### src/rtl/alu_pkg.sv
// Shared opcode encoding and default operand width for the ALU slice.
package alu_pkg;
  localparam int DEF_WIDTH = 4;

  typedef enum logic [2:0] {
    OP_ADD = 3'd0,
    OP_SUB = 3'd1,
    OP_MUL = 3'd2,
    OP_AND = 3'd3,
    OP_OR  = 3'd4,
    OP_XOR = 3'd5,
    OP_NOT = 3'd6,
    OP_DIV = 3'd7
  } opcode_e;
endpackage

### src/rtl/alu_core_if.sv
// Operand/result bundle between a requester (master) and the ALU (slave).
interface alu_core_if import alu_pkg::*; #(parameter int WIDTH = DEF_WIDTH);
  logic               in_valid;
  logic [2:0]         sel;
  logic [WIDTH-1:0]   a;
  logic [WIDTH-1:0]   b;
  logic [2*WIDTH-1:0] out;
  logic               out_valid;
  logic               zero;
  logic               div_by_zero;

  modport master (output in_valid, sel, a, b,
                  input  out, out_valid, zero, div_by_zero);
  modport slave  (input  in_valid, sel, a, b,
                  output out, out_valid, zero, div_by_zero);
endinterface

### src/rtl/alu_divider.sv
// Combinational unsigned restoring divider, one compare/subtract stage per quotient bit.
module alu_divider #(
  parameter int WIDTH = 4
) (
  input  logic [WIDTH-1:0] a,
  input  logic [WIDTH-1:0] b,
  output logic [WIDTH-1:0] quo,
  output logic [WIDTH-1:0] rem,
  output logic             div_by_zero
);
  logic [WIDTH:0] trial;

  assign div_by_zero = (b == '0);

  // Partial remainder never exceeds b-1, so WIDTH+1 bits hold the shifted trial value.
  always_comb begin
    quo   = '0;
    rem   = '0;
    trial = '0;
    for (int i = WIDTH-1; i >= 0; i--) begin
      trial = {rem, a[i]};
      if (trial >= {1'b0, b}) begin
        trial  = trial - {1'b0, b};
        quo[i] = 1'b1;
      end
      rem = trial[WIDTH-1:0];
    end
  end
endmodule

### src/rtl/alu_core.sv
// Single-cycle 8-op ALU; result, zero and divide-by-zero flags registered one clock after in_valid.
module alu_core import alu_pkg::*; #(
  parameter int WIDTH = DEF_WIDTH
) (
  input  logic      clk,
  input  logic      rst,
  alu_core_if.slave bus
);
  localparam int RW = 2*WIDTH;

  logic [RW-1:0]    ax, bx, res;
  logic [WIDTH-1:0] quo, rem;
  logic             dz;
  opcode_e          op;

  assign ax = {{WIDTH{1'b0}}, bus.a};
  assign bx = {{WIDTH{1'b0}}, bus.b};
  assign op = opcode_e'(bus.sel);

  alu_divider #(.WIDTH(WIDTH)) u_div (
    .a           (bus.a),
    .b           (bus.b),
    .quo         (quo),
    .rem         (rem),
    .div_by_zero (dz)
  );

  // SUB in RW bits wraps naturally, giving the sign-extended difference.
  always_comb begin
    res = '0;
    case (op)
      OP_ADD:  res = ax + bx;
      OP_SUB:  res = ax - bx;
      OP_MUL:  res = ax * bx;
      OP_AND:  res = ax & bx;
      OP_OR:   res = ax | bx;
      OP_XOR:  res = ax ^ bx;
      OP_NOT:  res = {{WIDTH{1'b0}}, ~bus.a};
      OP_DIV:  res = dz ? '1 : {rem, quo};
      default: res = '0;
    endcase
  end

  always_ff @(posedge clk) begin
    if (rst) begin
      bus.out         <= '0;
      bus.out_valid   <= 1'b0;
      bus.zero        <= 1'b0;
      bus.div_by_zero <= 1'b0;
    end else begin
      bus.out_valid <= bus.in_valid;
      if (bus.in_valid) begin
        bus.out         <= res;
        bus.zero        <= (res == '0);
        bus.div_by_zero <= (op == OP_DIV) && dz;
      end
    end
  end
endmodule

### src/flat_wrapper.sv
// flat-port wrapper written by rule: the top's interface ports become plain ports
module alu_core_flat import alu_pkg::*;
#(
  parameter int WIDTH = DEF_WIDTH
)
  (clk, rst, bus_in_valid, bus_sel, bus_a, bus_b, bus_out, bus_out_valid, bus_zero, bus_div_by_zero);
  alu_core_if #(.WIDTH(WIDTH)) bus_i ();
  input  logic clk;
  input  logic rst;
  input wire logic [$bits(bus_i.in_valid)-1:0] bus_in_valid;
  input wire logic [$bits(bus_i.sel)-1:0] bus_sel;
  input wire logic [$bits(bus_i.a)-1:0] bus_a;
  input wire logic [$bits(bus_i.b)-1:0] bus_b;
  output wire logic [$bits(bus_i.out)-1:0] bus_out;
  output wire logic [$bits(bus_i.out_valid)-1:0] bus_out_valid;
  output wire logic [$bits(bus_i.zero)-1:0] bus_zero;
  output wire logic [$bits(bus_i.div_by_zero)-1:0] bus_div_by_zero;
  assign bus_i.in_valid = bus_in_valid;
  assign bus_i.sel = bus_sel;
  assign bus_i.a = bus_a;
  assign bus_i.b = bus_b;
  assign bus_out = bus_i.out;
  assign bus_out_valid = bus_i.out_valid;
  assign bus_zero = bus_i.zero;
  assign bus_div_by_zero = bus_i.div_by_zero;
  alu_core #(.WIDTH(WIDTH)) u_core (.clk(clk), .rst(rst), .bus(bus_i));
endmodule
### config.mk
export PLATFORM = sky130hd
export DESIGN_NAME = alu_core_flat
export DESIGN_NICKNAME = d
export VERILOG_FILES = /design/src/rtl/alu_pkg.sv /design/src/rtl/alu_core_if.sv /design/src/rtl/alu_divider.sv /design/src/rtl/alu_core.sv /design/src/flat_wrapper.sv
export SDC_FILE = /design/constraint.sdc
export NUM_CORES = 1
export LEC_CHECK = 0
export ABC_CLOCK_PERIOD_IN_PS = 18650
export CAP_MARGIN = 10
export CORE_UTILIZATION = 40
export CTS_BUF_LIST = sky130_fd_sc_hd__clkbuf_8
export DETAILED_ROUTE_END_ITERATION = 16
export DONT_BUFFER_PORTS = 1
export GPL_TIMING_DRIVEN = 0
export SYNTH_ARGS = -nofsm -noshare
export SYNTH_HDL_FRONTEND = slang
export SYNTH_SLANG_ARGS = --single-unit
### constraint.sdc
create_clock -name clk -period 18.65 [get_ports clk]
set_input_delay 3.73 -clock clk [delete_from_list [all_inputs] [get_ports clk]]
set_output_delay 3.73 -clock clk [all_outputs]
set_load 0.005 [all_outputs]
## Word level (Yosys, flattened, before mapping)

Cells that the tools add are included.
Widths: inputs -> output; s select.

- Order comparisons: 4
- Shifts and indexed selects: 0
- Bitwise logic cells: 4
- $add $sub $neg: 6
- Div/mod/pow operators: 0
- Reduce and logical (&&, ||, !) cells: 4
- Multiplexer cells: 10
- Equal/unequal tests: 7
- Multiply operators: 1

Operator list:

| operator | number |
|---|---|
| $pmux 8 s8 | 1 |
| $mux 4 | 4 |
| $ge 5x4->1 | 3 |
| $eq 3x3->1 const B | 4 |
| $sub 4x4->4 | 3 |
| $logic_not 8->1 | 1 |
| $mul 4x4->8 | 1 |
| $mux 8 | 1 |
| $eq 3x2->1 const B | 2 |
| $add 4x4->5 | 1 |
| $sub 4x4->5 | 1 |
| $and 4x4->4 | 1 |
| $ge 1x4->1 | 1 |
| $logic_not 4->1 | 1 |
| $mux 1 | 4 |
| $not 4->4 | 1 |
| $or 4x4->4 | 1 |
| $sub 1x4->4 | 1 |
| $xor 4x4->4 | 1 |
| $eq 3x1->1 const B | 1 |
| $logic_not 3->1 | 1 |
| $logic_and 1x1->1 | 1 |

- Register bits after elaboration: 11
- Bits in read-only memories: 0
- Input port bits: 14
- Memories: 0
- Memory bits (writable): 0
- Bits in latches: 0

## Logic depth before layout (Yosys ltp)

- Word-level depth: 11
- Depth in mapped cells: 32
- Mapped depth without buffers: 32

## Modules after synthesis

A second synthesis with hierarchy kept.

- Cell total of the unflattened synthesis: 290
- Area, all modules: 2338.5 um2

By module, submodules not included:

| module | instances | cells each | area an instance (um2) | sequential area each (um2) |
|---|---|---|---|---|
| alu_core | 1 | 193 | 1534.0 | 220.2 |
| alu_divider | 1 | 97 | 804.5 | 0.0 |

## Least setup slack after synthesis

OpenSTA, ideal clock, no wires.

- Path type: in2reg
- Start point: input bus_b[1]
- End point: register u_core.bus.zero
- Slack: 8.948 ns
- Required time: 18.562 ns
- Path buffers: 0
- Data arrival time: 9.614 ns
- Cell stages on the path: 29
- Path through: inv_1 ha_1 o21ai_0 o21ai_0 inv_1 ha_1 or2_1 a21o_1 a211oi_2 nor2_1 a21oi_1 inv_1 ha_1 o21ai_0 a21oi_1 a211oi_1 nand2_1 o21ai_0 inv_1 ha_1 nor2b_1 o21a_1 o31ai_1 nand2b_1 or4_4 and2_4 mux2_4 a211o_1 o32ai_2

- Longest elaborated chain between the ends: 11

RTL lines:

| what | RTL line | source |
|---|---|---|
| start: declaration | flat_wrapper.sv:13 | `input wire logic [$bits(bus_i.b)-1:0] bus_b;` |
| $sub 1x4->4 / $ge 1x4->1 (equally long branches) | alu_divider.sv:23, alu_divider.sv:22 |  |
| $mux 4 | alu_divider.sv:22 | `if (trial >= {1'b0, b}) begin` |
| $sub 4x4->4 / $ge 5x4->1 (equally long branches) | alu_divider.sv:23, alu_divider.sv:22 |  |
| $mux 4 | alu_divider.sv:22 |  |
| $sub 4x4->4 / $ge 5x4->1 (equally long branches) | alu_divider.sv:23, alu_divider.sv:22 |  |
| $mux 4 | alu_divider.sv:22 |  |
| $ge 5x4->1 / $sub 4x4->4 (equally long branches) | alu_divider.sv:22, alu_divider.sv:23 |  |
| $mux 1 / $mux 4 (equally long branches) | alu_divider.sv:22 |  |
| $mux 8 | alu_core.sv:39 | `OP_DIV: res = dz ? '1 : {rem, quo};` |
| $pmux 8 s8 (*) | alu_core.sv:31 | `case (op)` |
| $logic_not 8->1 (*) | alu_core.sv:54 | `bus.zero <= (res == '0);` |
| end signal: assignment | alu_core.sv:54 |  |
| end: declaration | alu_core_if.sv:15 | `output out, out_valid, zero, div_by_zero);` |

Mark *: on every way between the ends. The rest lies on a longest branch, timed or not.
A chain may end at the register's enable or synchronous reset.

## Final worst setup path

Ends and elaborated chain as after synthesis.

==> flow_summary.toml <==
[clocking]
cts_resized = 0
cts_setup_buffers = 0
cts_tree = "built"
ctsHoldBuffers = 0
clockRootBuffer = "clkbuf_8"
clkLatencyLatePin_ns = 0.24
cts_buffer_depth = 2
clock-sinks = 11
cts_buffers = 3
htreeDepth = 1
path_clk_slew_ns = 0.05

[sta]
tightestPinTransition_ns = 0.5968
rsz0062_at_grt = "no"
setup_viol = 0
hold_viol_final = 0
setup_slack_ns = 8.092
maxSlewViolCount = 0
relSlewSlack_pct = 59.18
tns_ns = 0
skew_ns = 0
fmax_ghz = 0.09472
fin_crit_sh_pct = 56.61
fin_crit_ns = 10.56

[worst_hold_path]
min_path_cells = 2
worstHoldPathType = "flop to flop"

[yosys]
postSynthAreaPerCell_sq_um = 7.714
synth-edff-count = 0
synth-seq-cells = 11
syn_nets = 360
synth_compound_area_share_pct = 28.89
synthAdderAreaFrac_pct = 29.71
synth.area.top_cells = "ha_1 (22%), dfxtp_1 (9.6%), fa_1 (7.9%)"
synth.distinct_cells = 48
yosysWarnings = 0
synth-async-reset-ratio_pct = 0
synthCells = 297
yosysTopAreaCell = "ha_1"
seq_area_frac_synth_pct = 9.612
synth_top_area_share_pct = 21.85
synth_top_family_by_area = "adder cells"
yosys.area_share.simple_pct = 17.09
synth.area.mux_share_pct = 3.386
ys.flop_type = "dfxtp_1"
synth_xor_area_share_pct = 4.588
synth_area_sq_mm = 0.002291

[floorplan]
rows = 27
start_util_pct = 41.60
ios = 25
core_sq_mm = 0.005507
die_area_sq_mm = 0.006034
die_y_microns = 77.68
chipWidth_microns = 77.68

[finish]
syn_to_final_growth_pct = 5.899
final_nets = 365
layout-drive-gt1-share_pct = 5.316
fillers = 582
finish.utilization_pct = 44.06
antenna-diode-count = 0

[global_route]
met1_usage_pct = 30.32
grt_max_degree = 13
antenna_found_initial = 0
grt_pass1_vias = 2094
grt_pass1_wl_microns = 10340
grt.met3_usage_pct = 1.647
busiest_layer = "met2"
track_usage_pct = 21.22
overflow = 0
grt_use_met2_pct = 34.51

[status]
outcome = "finished clean"

[worst_setup_path]
reg2reg_from = "u_core.bus.out[4]"
reg2reg_depth = 3
cp-startpoint = "bus_b[1]"
required_ns = 18.80
reg2reg_setup_slack_ns = 17.96
arrival_ns = 10.71
slowest_delay_ns = 0.46
r2r_end = "u_core.bus.out[4]"
crit_family = "compound AO/OA/AOI/OAI gates"
critical_path_depth = 29
startpoint_type = "input port"
worst-path-buf-inv = 4
crit_slowest_cell = "or4_4"
cp-end-kind = "flop"
crit_end = "u_core.bus.zero"
crit_fanout = 12
crit_type = "input port to flop"

[drt]
routed_wirelength_microns = 6098
first_pass_iters = 4
viasPerCell = 5.657
drtIter0Drc = 193
ant_nets = 0
wl_per_cell_microns = 16.35
vias = 2110
drc = 0

[pwr]
powerDensity_mw_per_mm2 = 56.37
vdd_drop_max_uv = 37.14
p_leak_nw = 1.127
p_total_uw = 136.8

[placement]
hpwlAfterDp_microns = 4865
place_congestion = 0.9047
io_buffers = 0
place_ws_ns = 7.836

[run]
maxCapViolCount = 0
## placed cells by master (no fill, tap or decap), types with 6 or more instances in the layout
| cell type | count |
|---|---|
| xnor2_1 | 7 |
| nand2_1 | 20 |
| a21oi_1 | 20 |
| nor2b_1 | 6 |
| o21ai_0 | 19 |
| inv_1 | 35 |
| dfxtp_1 | 11 |
| a211oi_1 | 7 |
| ha_1 | 40 |
| o211ai_1 | 6 |
| nor2_1 | 28 |
| o21a_1 | 7 |
| a21o_1 | 6 |
| fa_1 | 9 |
| nor3_1 | 7 |
## synthesized netlist by cell type (all sizes together) (2+ instances only)
master   instances
a21o             7
a211oi           8
buf              2
o21bai           4
o21ai           19
nand3            5
and2             2
nor2            28
a31oi            3
o31ai            2
xnor2            7
a2111oi          2
nand2b           5
o22ai            3
inv             34
ha              40
nor3b            3
o211ai           6
nor3             7
fa               9
o21a             7
nor2b            6
nand2           20
a21oi           20
a221oi           2
a211o            4
xor2             5
mux2i            4
clkbuf           5
dfxtp           11
or2              4
## state kept, by name, indices dropped and copies added, names as in the netlist
| register | count |
|---|---|
| u_core.bus.div_by_zero | 1 |
| u_core.bus.out | 8 |
| u_core.bus.out_valid | 1 |
| u_core.bus.zero | 1 |
## worst min-delay path: stages, from the launching register on
cell,delay (ns)
dfxtp_1,0.32
nand2_1,0.07
a21oi_1,0.05
## layout make-up
| type | instances | area (sq um) | share of cell area [%] |
|---|---|---|---|
| inverter | 34 | 127.6 | 5.260 |
| multi-input combinational | 245 | 1917 | 79.01 |
| clock buffer | 3 | 41.29 | 1.702 |
| tap | 72 | 90.09 | 3.713 |
| sequential | 11 | 220.2 | 9.077 |
| buffer | 7 | 26.28 | 1.083 |
| clock inverter | 1 | 3.754 | 0.1547 |
## report_power, final
part	total [mW]	switching [mW]	leakage (nW)	internal, mW
registers	0.0265	0.00116	0.0906	0.0253
logic	0.0868	0.0487	1.01	0.0381
clock network	0.0235	0.00902	0.0269	0.0145
total	0.137	0.0589	1.13	0.0779
## cells by family after synthesis
group	Yosys count
xor+xnor	12
fa+ha+maj	49
buf+inv	41
mux	6
flops	11
compound gates	96
simple gates	82
## metrics by stage
| stage | cell area (sq um) | std cells | hold WS, ns |
|---|---|---|---|
| after CTS | 2426 | 373 | 0.4948 |
| after global placement | 2381 | 369 | 0.4714 |
| after floorplan | 2291 | 297 | 0.4575 |
| after detailed placement | 2381 | 369 | 0.4838 |
| after global routing | 2426 | 373 | 0.5271 |
| final | 2426 | 373 | 0.4987 |
## how the worst min path moves through the flow
stage	slack (ns)	start	endpoint
3_5_place_dp	0.48	u_core.bus.out[3]	u_core.bus.out[3]
3_3_place_gp	0.47	u_core.bus.div_by_zero	u_core.bus.div_by_zero
5_1_grt	0.53	u_core.bus.out[1]	u_core.bus.out[1]
2_1_floorplan	0.46	u_core.bus.div_by_zero	u_core.bus.div_by_zero
4_1_cts	0.49	u_core.bus.out[3]	u_core.bus.out[3]
6_report	0.50	u_core.bus.div_by_zero	u_core.bus.div_by_zero
## routing by layer
layer,up-vias,share of wire [%],wire length [microns]
met4,0,1.1,65
li1,1066,-,-
met5,-,0,0
met3,7,4.2,255
met2,51,45,2764
met1,986,49,3011
Power figures use the tool's default switching activity.
